$ cat config.mk
export PLATFORM = sky130hd
export DESIGN_NAME = mac_dot_sequencer_flat
export DESIGN_NICKNAME = d
export VERILOG_FILES = /design/src/rtl/mac_seq_pkg.sv /design/src/rtl/mac_dot_sequencer_if.sv /design/src/rtl/mac_seq_watchdog.sv /design/src/rtl/mac_dot_sequencer.sv /design/src/flat_wrapper.sv
export SDC_FILE = /design/constraint.sdc
export NUM_CORES = 1
export LEC_CHECK = 0
export BUFFER_PORTS_ARGS = -buffer_cell sky130_fd_sc_hd__buf_2
export CAP_MARGIN = 5
export CORE_MARGIN = 5
export CORE_UTILIZATION = 40
export CTS_BUF_LIST = sky130_fd_sc_hd__clkbuf_4 sky130_fd_sc_hd__clkbuf_8
export DETAILED_ROUTE_END_ITERATION = 10
export GPL_ROUTABILITY_DRIVEN = 0
export PLACE_DENSITY = 0.69
export SLEW_MARGIN = 20
export SYNTH_ARGS = -nofsm -noshare
export SYNTH_HDL_FRONTEND = slang
export SYNTH_HIERARCHICAL = 1
export SYNTH_SLANG_ARGS = --single-unit
$ cat constraint.sdc
create_clock -name clk -period 1.7 [get_ports clk]
set_input_delay 0.17 -clock clk [delete_from_list [all_inputs] [get_ports clk]]
set_output_delay 0.17 -clock clk [all_outputs]
set_load 0.03 [all_outputs]
$ cat src/rtl/mac_seq_pkg.sv
// ============================================================================
// mac_seq_pkg : shared types and defaults for the MAC dot-product sequencer
// Rev 1.0
// ============================================================================
`default_nettype none

package mac_seq_pkg;

   localparam int DEF_DATA_W         = 16;
   localparam int DEF_ACC_W          = 32;
   localparam int DEF_MAX_LEN        = 256;
   localparam int DEF_TIMEOUT_CYCLES = 64;

   typedef enum logic [1:0] {
      ST_ACCEPT = 2'd0,
      ST_ISSUE  = 2'd1,
      ST_WAIT   = 2'd2,
      ST_DONE   = 2'd3
   } mac_seq_state_t;

   typedef struct packed {
      logic len_err;
      logic timeout;
   } mac_seq_status_t;

endpackage

`default_nettype wire

$ cat src/rtl/mac_dot_sequencer_if.sv
// ============================================================================
// mac_dot_sequencer_if : element input, MAC issue/response and result buses
// Rev 1.0
// ============================================================================
`default_nettype none

interface mac_dot_sequencer_if
   import mac_seq_pkg::*;
#(
   parameter int DATA_W = DEF_DATA_W,
   parameter int ACC_W  = DEF_ACC_W,
   parameter int LEN_W  = $clog2(DEF_MAX_LEN + 1)
) ();

   logic              in_valid;
   logic              in_ready;
   logic [DATA_W-1:0] in_a;
   logic [DATA_W-1:0] in_b;
   logic              in_last;
   logic [ACC_W-1:0]  cfg_bias;

   logic [DATA_W-1:0] mac_a;
   logic [DATA_W-1:0] mac_b;
   logic [ACC_W-1:0]  mac_c;
   logic              mac_valid;
   logic [ACC_W-1:0]  mac_result;
   logic              mac_ready;

   logic              out_valid;
   logic              out_ready;
   logic [ACC_W-1:0]  out_data;
   logic [LEN_W-1:0]  out_count;
   logic              out_len_err;
   logic              out_timeout;

   // Sequencer side
   modport slave (
      input  in_valid, in_a, in_b, in_last, cfg_bias,
      input  mac_result, mac_ready,
      input  out_ready,
      output in_ready,
      output mac_a, mac_b, mac_c, mac_valid,
      output out_valid, out_data, out_count, out_len_err, out_timeout
   );

   // Environment side (operand fetch, MAC datapath, result consumer)
   modport master (
      output in_valid, in_a, in_b, in_last, cfg_bias,
      output mac_result, mac_ready,
      output out_ready,
      input  in_ready,
      input  mac_a, mac_b, mac_c, mac_valid,
      input  out_valid, out_data, out_count, out_len_err, out_timeout
   );

endinterface

`default_nettype wire

$ cat src/rtl/mac_seq_watchdog.sv
// ============================================================================
// mac_seq_watchdog : counts consecutive run cycles, flags expiry at the limit
// Rev 1.0
// ============================================================================
`default_nettype none

module mac_seq_watchdog
   import mac_seq_pkg::*;
#(
   parameter int TIMEOUT_CYCLES = DEF_TIMEOUT_CYCLES
) (
   input  wire clk,
   input  wire rst_n,
   input  wire run,
   output wire expire
);

   localparam int              CNT_W = $clog2(TIMEOUT_CYCLES + 1);
   localparam logic [CNT_W-1:0] LIMIT = CNT_W'(TIMEOUT_CYCLES - 1);

   logic [CNT_W-1:0] cnt_q;
   logic [CNT_W-1:0] cnt_d;

   // Dropping run clears the count, so each WAIT episode starts fresh
   always_comb begin
      cnt_d = '0;
      if (run) begin
         cnt_d = cnt_q + 1'b1;
      end
   end

   always_ff @(posedge clk or negedge rst_n) begin
      if (!rst_n) begin
         cnt_q <= '0;
      end else begin
         cnt_q <= cnt_d;
      end
   end

   assign expire = run && (cnt_q == LIMIT);

endmodule

`default_nettype wire

$ cat src/rtl/mac_dot_sequencer.sv
// ============================================================================
// mac_dot_sequencer : issues one MAC per (a,b) element, chaining results into c
// Optional MAC watchdog enabled by defining MAC_SEQ_TIMEOUT_EN.   Rev 1.0
// ============================================================================
`default_nettype none

module mac_dot_sequencer
   import mac_seq_pkg::*;
#(
   parameter int DATA_W         = DEF_DATA_W,
   parameter int ACC_W          = DEF_ACC_W,
   parameter int MAX_LEN        = DEF_MAX_LEN,
   parameter int TIMEOUT_CYCLES = DEF_TIMEOUT_CYCLES
) (
   input wire                 clk,
   input wire                 rst_n,
   mac_dot_sequencer_if.slave bus
);

   localparam int               LEN_W   = $clog2(MAX_LEN + 1);
   localparam logic [LEN_W-1:0] MAX_CNT = LEN_W'(MAX_LEN);

   mac_seq_state_t    state_q,    state_d;
   logic [DATA_W-1:0] a_q,        a_d;
   logic [DATA_W-1:0] b_q,        b_d;
   logic [ACC_W-1:0]  c_q,        c_d;
   logic              last_q,     last_d;
   logic [LEN_W-1:0]  count_q,    count_d;
   logic [ACC_W-1:0]  acc_q,      acc_d;
   mac_seq_status_t   status_q,   status_d;
   logic              in_ready_q, in_ready_d;

   logic in_hs;
   logic count_at_max;
   logic wdog_expire;

   assign in_hs        = (state_q == ST_ACCEPT) && in_ready_q && bus.in_valid;
   assign count_at_max = (count_q == MAX_CNT);

`ifdef MAC_SEQ_TIMEOUT_EN
   if (1) begin : g_watchdog
      mac_seq_watchdog #(
         .TIMEOUT_CYCLES (TIMEOUT_CYCLES)
      ) u_watchdog (
         .clk    (clk),
         .rst_n  (rst_n),
         .run    ((state_q == ST_WAIT) && !bus.mac_ready),
         .expire (wdog_expire)
      );
   end
`else
   logic unused_timeout_cfg;
   assign unused_timeout_cfg = (TIMEOUT_CYCLES > 0);
   assign wdog_expire        = 1'b0;
`endif

   always_comb begin : p_next_state
      state_d = state_q;
      case (state_q)
         ST_ACCEPT: if (in_hs) state_d = ST_ISSUE;
         ST_ISSUE:  state_d = ST_WAIT;
         ST_WAIT: begin
            if (bus.mac_ready) begin
               state_d = (last_q || count_at_max) ? ST_DONE : ST_ACCEPT;
            end else if (wdog_expire) begin
               state_d = ST_DONE;
            end
         end
         ST_DONE:   if (bus.out_ready) state_d = ST_ACCEPT;
         default:   state_d = ST_ACCEPT;
      endcase
   end

   always_comb begin : p_datapath
      a_d        = a_q;
      b_d        = b_q;
      c_d        = c_q;
      last_d     = last_q;
      count_d    = count_q;
      acc_d      = acc_q;
      status_d   = status_q;
      in_ready_d = (state_d == ST_ACCEPT);

      // Bias seeds c only on the first element; later elements chain the result
      if (in_hs) begin
         a_d     = bus.in_a;
         b_d     = bus.in_b;
         last_d  = bus.in_last;
         count_d = count_q + 1'b1;
         c_d     = (count_q == '0) ? bus.cfg_bias : acc_q;
      end

      if (state_q == ST_WAIT) begin
         if (bus.mac_ready) begin
            acc_d            = bus.mac_result;
            status_d.len_err = count_at_max && !last_q;
         end else if (wdog_expire) begin
            status_d.timeout = 1'b1;
         end
      end

      if ((state_q == ST_DONE) && bus.out_ready) begin
         count_d  = '0;
         acc_d    = '0;
         status_d = '0;
      end
   end

   always_ff @(posedge clk or negedge rst_n) begin
      if (!rst_n) begin
         state_q    <= ST_ACCEPT;
         a_q        <= '0;
         b_q        <= '0;
         c_q        <= '0;
         last_q     <= 1'b0;
         count_q    <= '0;
         acc_q      <= '0;
         status_q   <= '0;
         in_ready_q <= 1'b0;
      end else begin
         state_q    <= state_d;
         a_q        <= a_d;
         b_q        <= b_d;
         c_q        <= c_d;
         last_q     <= last_d;
         count_q    <= count_d;
         acc_q      <= acc_d;
         status_q   <= status_d;
         in_ready_q <= in_ready_d;
      end
   end

   always_comb begin : p_outputs
      bus.in_ready    = in_ready_q;
      bus.mac_valid   = (state_q == ST_ISSUE);
      bus.mac_a       = a_q;
      bus.mac_b       = b_q;
      bus.mac_c       = c_q;
      bus.out_valid   = (state_q == ST_DONE);
      bus.out_data    = acc_q;
      bus.out_count   = count_q;
      bus.out_len_err = status_q.len_err;
      bus.out_timeout = status_q.timeout;
   end

endmodule

`default_nettype wire

$ cat src/flat_wrapper.sv
// flat-port wrapper written by rule: the top's interface ports become plain ports
module mac_dot_sequencer_flat import mac_seq_pkg::*;
#(
   parameter int DATA_W         = DEF_DATA_W,
   parameter int ACC_W          = DEF_ACC_W,
   parameter int MAX_LEN        = DEF_MAX_LEN,
   parameter int TIMEOUT_CYCLES = DEF_TIMEOUT_CYCLES
)
  (clk, rst_n, bus_in_valid, bus_in_a, bus_in_b, bus_in_last, bus_cfg_bias, bus_mac_result, bus_mac_ready, bus_out_ready, bus_in_ready, bus_mac_a, bus_mac_b, bus_mac_c, bus_mac_valid, bus_out_valid, bus_out_data, bus_out_count, bus_out_len_err, bus_out_timeout);
  mac_dot_sequencer_if #(.DATA_W(DATA_W), .ACC_W(ACC_W)) bus_i ();
  input wire clk;
  input wire rst_n;
  input wire logic [$bits(bus_i.in_valid)-1:0] bus_in_valid;
  input wire logic [$bits(bus_i.in_a)-1:0] bus_in_a;
  input wire logic [$bits(bus_i.in_b)-1:0] bus_in_b;
  input wire logic [$bits(bus_i.in_last)-1:0] bus_in_last;
  input wire logic [$bits(bus_i.cfg_bias)-1:0] bus_cfg_bias;
  input wire logic [$bits(bus_i.mac_result)-1:0] bus_mac_result;
  input wire logic [$bits(bus_i.mac_ready)-1:0] bus_mac_ready;
  input wire logic [$bits(bus_i.out_ready)-1:0] bus_out_ready;
  output wire logic [$bits(bus_i.in_ready)-1:0] bus_in_ready;
  output wire logic [$bits(bus_i.mac_a)-1:0] bus_mac_a;
  output wire logic [$bits(bus_i.mac_b)-1:0] bus_mac_b;
  output wire logic [$bits(bus_i.mac_c)-1:0] bus_mac_c;
  output wire logic [$bits(bus_i.mac_valid)-1:0] bus_mac_valid;
  output wire logic [$bits(bus_i.out_valid)-1:0] bus_out_valid;
  output wire logic [$bits(bus_i.out_data)-1:0] bus_out_data;
  output wire logic [$bits(bus_i.out_count)-1:0] bus_out_count;
  output wire logic [$bits(bus_i.out_len_err)-1:0] bus_out_len_err;
  output wire logic [$bits(bus_i.out_timeout)-1:0] bus_out_timeout;
  assign bus_i.in_valid = bus_in_valid;
  assign bus_i.in_a = bus_in_a;
  assign bus_i.in_b = bus_in_b;
  assign bus_i.in_last = bus_in_last;
  assign bus_i.cfg_bias = bus_cfg_bias;
  assign bus_i.mac_result = bus_mac_result;
  assign bus_i.mac_ready = bus_mac_ready;
  assign bus_i.out_ready = bus_out_ready;
  assign bus_in_ready = bus_i.in_ready;
  assign bus_mac_a = bus_i.mac_a;
  assign bus_mac_b = bus_i.mac_b;
  assign bus_mac_c = bus_i.mac_c;
  assign bus_mac_valid = bus_i.mac_valid;
  assign bus_out_valid = bus_i.out_valid;
  assign bus_out_data = bus_i.out_data;
  assign bus_out_count = bus_i.out_count;
  assign bus_out_len_err = bus_i.out_len_err;
  assign bus_out_timeout = bus_i.out_timeout;
  mac_dot_sequencer #(.DATA_W(DATA_W), .ACC_W(ACC_W), .MAX_LEN(MAX_LEN), .TIMEOUT_CYCLES(TIMEOUT_CYCLES)) u_core (.clk(clk), .rst_n(rst_n), .bus(bus_i));
endmodule
==> results.txt <==
----------------------------------------------------
[Clock network]
  Count of buffers added by post-CTS timing repair for setup ... 0
  CTS Sinks ... 110
  Insertion delay of the later-clocked pin in the worst-skew pair ... 360 ps
  Count of hold-fix buffers inserted at cts ... 33
  Root buffer cell ... sky130_fd_sc_hd__clkbuf_8
  CTS tree ... yes
  Number of instances resized during post-cts repair ... 0
  Number of buffers created by CTS ... 9
  Number of H-tree levels ... 3
  Clock slew seen by the registers of the worst setup and hold paths ... 100 ps
  Number of buffers on the longest clock path ... 2

[Synth]
  Mux cell area share after synthesis ... 6.97%
  Share of synthesized cell area in and, or, nand and nor gates ... 18.6%
  Xor/xnor cell area share of the yosys netlist ... 1.33%
  Post-Syn Area per Cell ... 10.1 um2
  Share of synthesized registers carrying an async set or reset ... 100%
  Leading area contributor after synthesis ... sky130_fd_sc_hd__dfrtp_1
  Most frequently used flop master after synthesis ... sky130_fd_sc_hd__dfrtp_1
  Syn Std Cell Area ... 0.00460 mm2
  Synth warnings ... 6
  Most numerous cell types in the synthesized netlist ... sky130_fd_sc_hd__nand2_1, sky130_fd_sc_hd__dfrtp_1, sky130_fd_sc_hd__mux2i_1
  Syn Nets ... 558
  Combinational family with the most area after synthesis ... simple AND/OR/NAND/NOR gates
  Flip-flop and latch count after synthesis ... 110
  Dominant cells by area after synthesis ... sky130_fd_sc_hd__dfrtp_1, sky130_fd_sc_hd__nand2_1, sky130_fd_sc_hd__mux2i_1
  Synthesized instance count ... 454
  Synth unique cells ... 35
  Compound-Gate Fraction of Synth Area ... 9.17%
  Fraction of synthesized cell area taken by the top area cell type ... 59.9%
  Number of synthesized flops with an enable pin ... 0
  Sequential share of the synthesized area ... 59.9%
  Adder-cell area share of the yosys netlist ... 0.544%
  Most used standard cell by instance count after synthesis ... sky130_fd_sc_hd__nand2_1

[Die]
  Floorplan die area ... 0.0137 mm2
  Core area ... 0.0113 mm2
  Die Y-Extent ... 117 um
  Core Rows ... 39
  Top-level I/O count ... 212
  Effective utilization at floorplan ... 40.6%
  X dimension of the die ... 117 um

[Power]
  Share of total power in combinational logic ... 52.2%
  Static leakage ... 3.59 nW
  Part of the power in the clock network ... 13.4%
  Switch share ... 46.3%
  Total power per unit cell area ... 1990 mW/mm2
  Peak supply drop ... 0.000878 V
  Cell-internal power ... 6.90 mW
  Sequential power share ... 34.4%
  Switching Power ... 5.94 mW

[Detailed routing]
  Drt first pass iters ... 4
  Post-detailed-route via-to-cell ratio ... 4.78
  Detail Route Antenna Nets ... 0
  Wirelength, routed ... 12.6 mm
  Vias after detailed routing ... 4048
  Detailed-route DRC error count ... 0
  Avg WL per Cell ... 14.9 um
  Count of routing violations after the opening detailed-route iteration ... 187

[Worst setup path]
  Start-to-end type of the worst setup path ... register to register
  Endpoint class of the critical path ... register
  Launching point of the worst reg2reg path ... u_core/bus.out_count[2]
  Register-to-register setup slack ... 160 ps
  Destination of the worst register-to-register timing path ... u_core/bus.mac_c[14]
  Critical Path Start Type ... register
  CP max FO ... 32
  Required time reported for the critical path endpoint ... 1930 ps
  Data arrival time of the critical path ... 1770 ps
  R2R depth ... 5

[Place]
  Placed instance count ... 798
  Dpl hpwl ... 9.15 mm
  Port bufs ... 210

[Timing]
  Unrepaired setup endpoints after global routing ... no
  Final Max Tran Viols ... 0
  Setup skew after layout ... 6.67 ps
  Clock period minus worst slack ... 1540 ps
  Final setup vio count ... 0
  Final Hold Viols ... 0
  Setup TNS Final ... 0 ps
  Ratio of final minimum period to clock period ... 90.6%
  Achievable Freq ... 650 MHz

[Finish]
  Ant diodes ... 0
  Net count reported at finish ... 803
  Layout-stage area growth over the synthesis result ... 40.5%
  Finished Layout Cells ... 846
  Share of post-route cells with drive strength above 1 ... 35.4%
  Fillers ... 994

[GRT]
  Number of antenna violations at the first check in global routing ... 0
  First-pass GRT wire length ... 19.8 mm
  Global Route Usage Sum ... 18.3%
  Number of global-route vias before repair ... 4102
  Aggregate global routing overflow ... 0
  Pin count of the biggest net entering global routing ... 59

[Outcome]
  Status ... complete, no violations

[Worst hold path]
  Hold crit path type ... input pin to register
  Worst hold path startpoint ... bus_mac_result[8]
  Worst hold path depth ... 2
  Hold endpoint ... u_core/bus.out_data[8]

[Job]
  Max-capacitance violation count ... 0

----------------------------------------------------
==> sequential cells by signal, summed over array words and instances (netlist names), 2 cells and up <==
signal,flops
u_core/bus.mac_c,32
u_core/bus.out_count,9
u_core/bus.mac_a,16
u_core/bus.mac_b,16
u_core/bus.out_data,32
u_core/state_q,2
==> kinds of logic (layout without fill, tap and decap cells) <==
| family | after synthesis | after routing |
|---|---|---|
| XOR/XNOR | 7 | 7 |
| other | 1 | 1 |
| buffers and inverters | 31 | 280 |
| flip-flops | 110 | 110 |
| AND/OR/NAND/NOR | 201 | 201 |
| multiplexers | 32 | 32 |
| AO/OA/AOI/OAI | 70 | 70 |
| adder cells (fa/ha/maj) | 2 | 2 |
==> layer usage <==
layer	share of wire, %	track usage, %
met5	0	0
met4	0.97	5.28
met3	8.2	5.14
met2	49	30.2
met1	42	23.7
==> power groups by stage <==
stage / registers [mW] / logic (mW) / clock network, mW
floorplan: 6.54 / 2.57 / 0
global placement: 4.42 / 6.58 / 0
detailed placement: 4.47 / 6.74 / 0
CTS: 4.43 / 6.79 / 1.79
global route: 4.58 / 7.27 / 1.90
finish: 4.42 / 6.70 / 1.72
==> how the worst max path moves through the flow <==
stage	depth (start not counted)	endpoint	from	slack (ps)
2_1_floorplan	5	u_core/bus.mac_c[15]	u_core/bus.out_count[2]	70
3_3_place_gp	5	u_core/bus.mac_c[31]	u_core/bus.out_count[2]	240
3_5_place_dp	5	u_core/bus.mac_c[14]	u_core/bus.out_count[2]	180
4_1_cts	5	u_core/bus.mac_c[21]	u_core/bus.out_count[2]	170
5_1_grt	5	u_core/bus.mac_c[14]	u_core/bus.out_count[2]	60
6_report	5	u_core/bus.mac_c[14]	u_core/bus.out_count[2]	160
==> layout make-up <==
cell class / instances / area, um2 / share of cell area (%)
inverter: 3 / 11.3 / 0.174
clock inverter: 4 / 70.1 / 1.08
timing repair buffer: 262 / 1590 / 24.6
tap: 143 / 179 / 2.77
sequential: 110 / 2750 / 42.6
multi-input combinational: 313 / 1710 / 26.4
clock buffer: 11 / 151 / 2.34
==> through the flow <==
| step | hold WS, ps | utilization, % | power (mW) | instance area (um2) | worst slack, ps |
|---|---|---|---|---|---|
| 2_1_floorplan | -126 | - | 9.11 | 4600 | 73.4 |
| 3_3_place_gp | 127 | 52.2 | 11.0 | 5910 | 244 |
| 3_5_place_dp | 138 | 52.2 | 11.2 | 5910 | 183 |
| 4_1_cts | 7.81 | 57.1 | 13.0 | 6460 | 166 |
| 5_1_grt | 3.71 | 57.1 | 13.7 | 6460 | 64.9 |
| 6_report | 31.4 | 57.1 | 12.8 | 6460 | 160 |
==> placed cells by master, fill, tap and decap left out, types with 3 or more instances in the layout <==
master                          synthesis  final
sky130_fd_sc_hd__clkbuf_8               0     11
sky130_fd_sc_hd__nor2_1                10     10
sky130_fd_sc_hd__mux2i_1               32     32
sky130_fd_sc_hd__dlygate4sd3_1          0     33
sky130_fd_sc_hd__a22o_1                17     17
sky130_fd_sc_hd__buf_12                 0      5
sky130_fd_sc_hd__o21ai_1               30     30
sky130_fd_sc_hd__xor2_1                 5      5
sky130_fd_sc_hd__dfrtp_1              110    110
sky130_fd_sc_hd__nand4_1                5      5
sky130_fd_sc_hd__a21oi_1               18     18
sky130_fd_sc_hd__nand2_1              170    170
sky130_fd_sc_hd__buf_2                 10    209
sky130_fd_sc_hd__inv_1                  3      3
sky130_fd_sc_hd__and3_1                 3      3
sky130_fd_sc_hd__buf_4                  1     15
==> worst max-delay path, cell delays in order, from the launching register on <==
cell                       delay [ps]
sky130_fd_sc_hd__dfrtp_1          420
sky130_fd_sc_hd__nor4_4           350
sky130_fd_sc_hd__nand4b_4         150
sky130_fd_sc_hd__buf_12           190
sky130_fd_sc_hd__mux2i_1          190
sky130_fd_sc_hd__o21ai_1           70
Note: power is estimated with default switching activity, not from simulation.
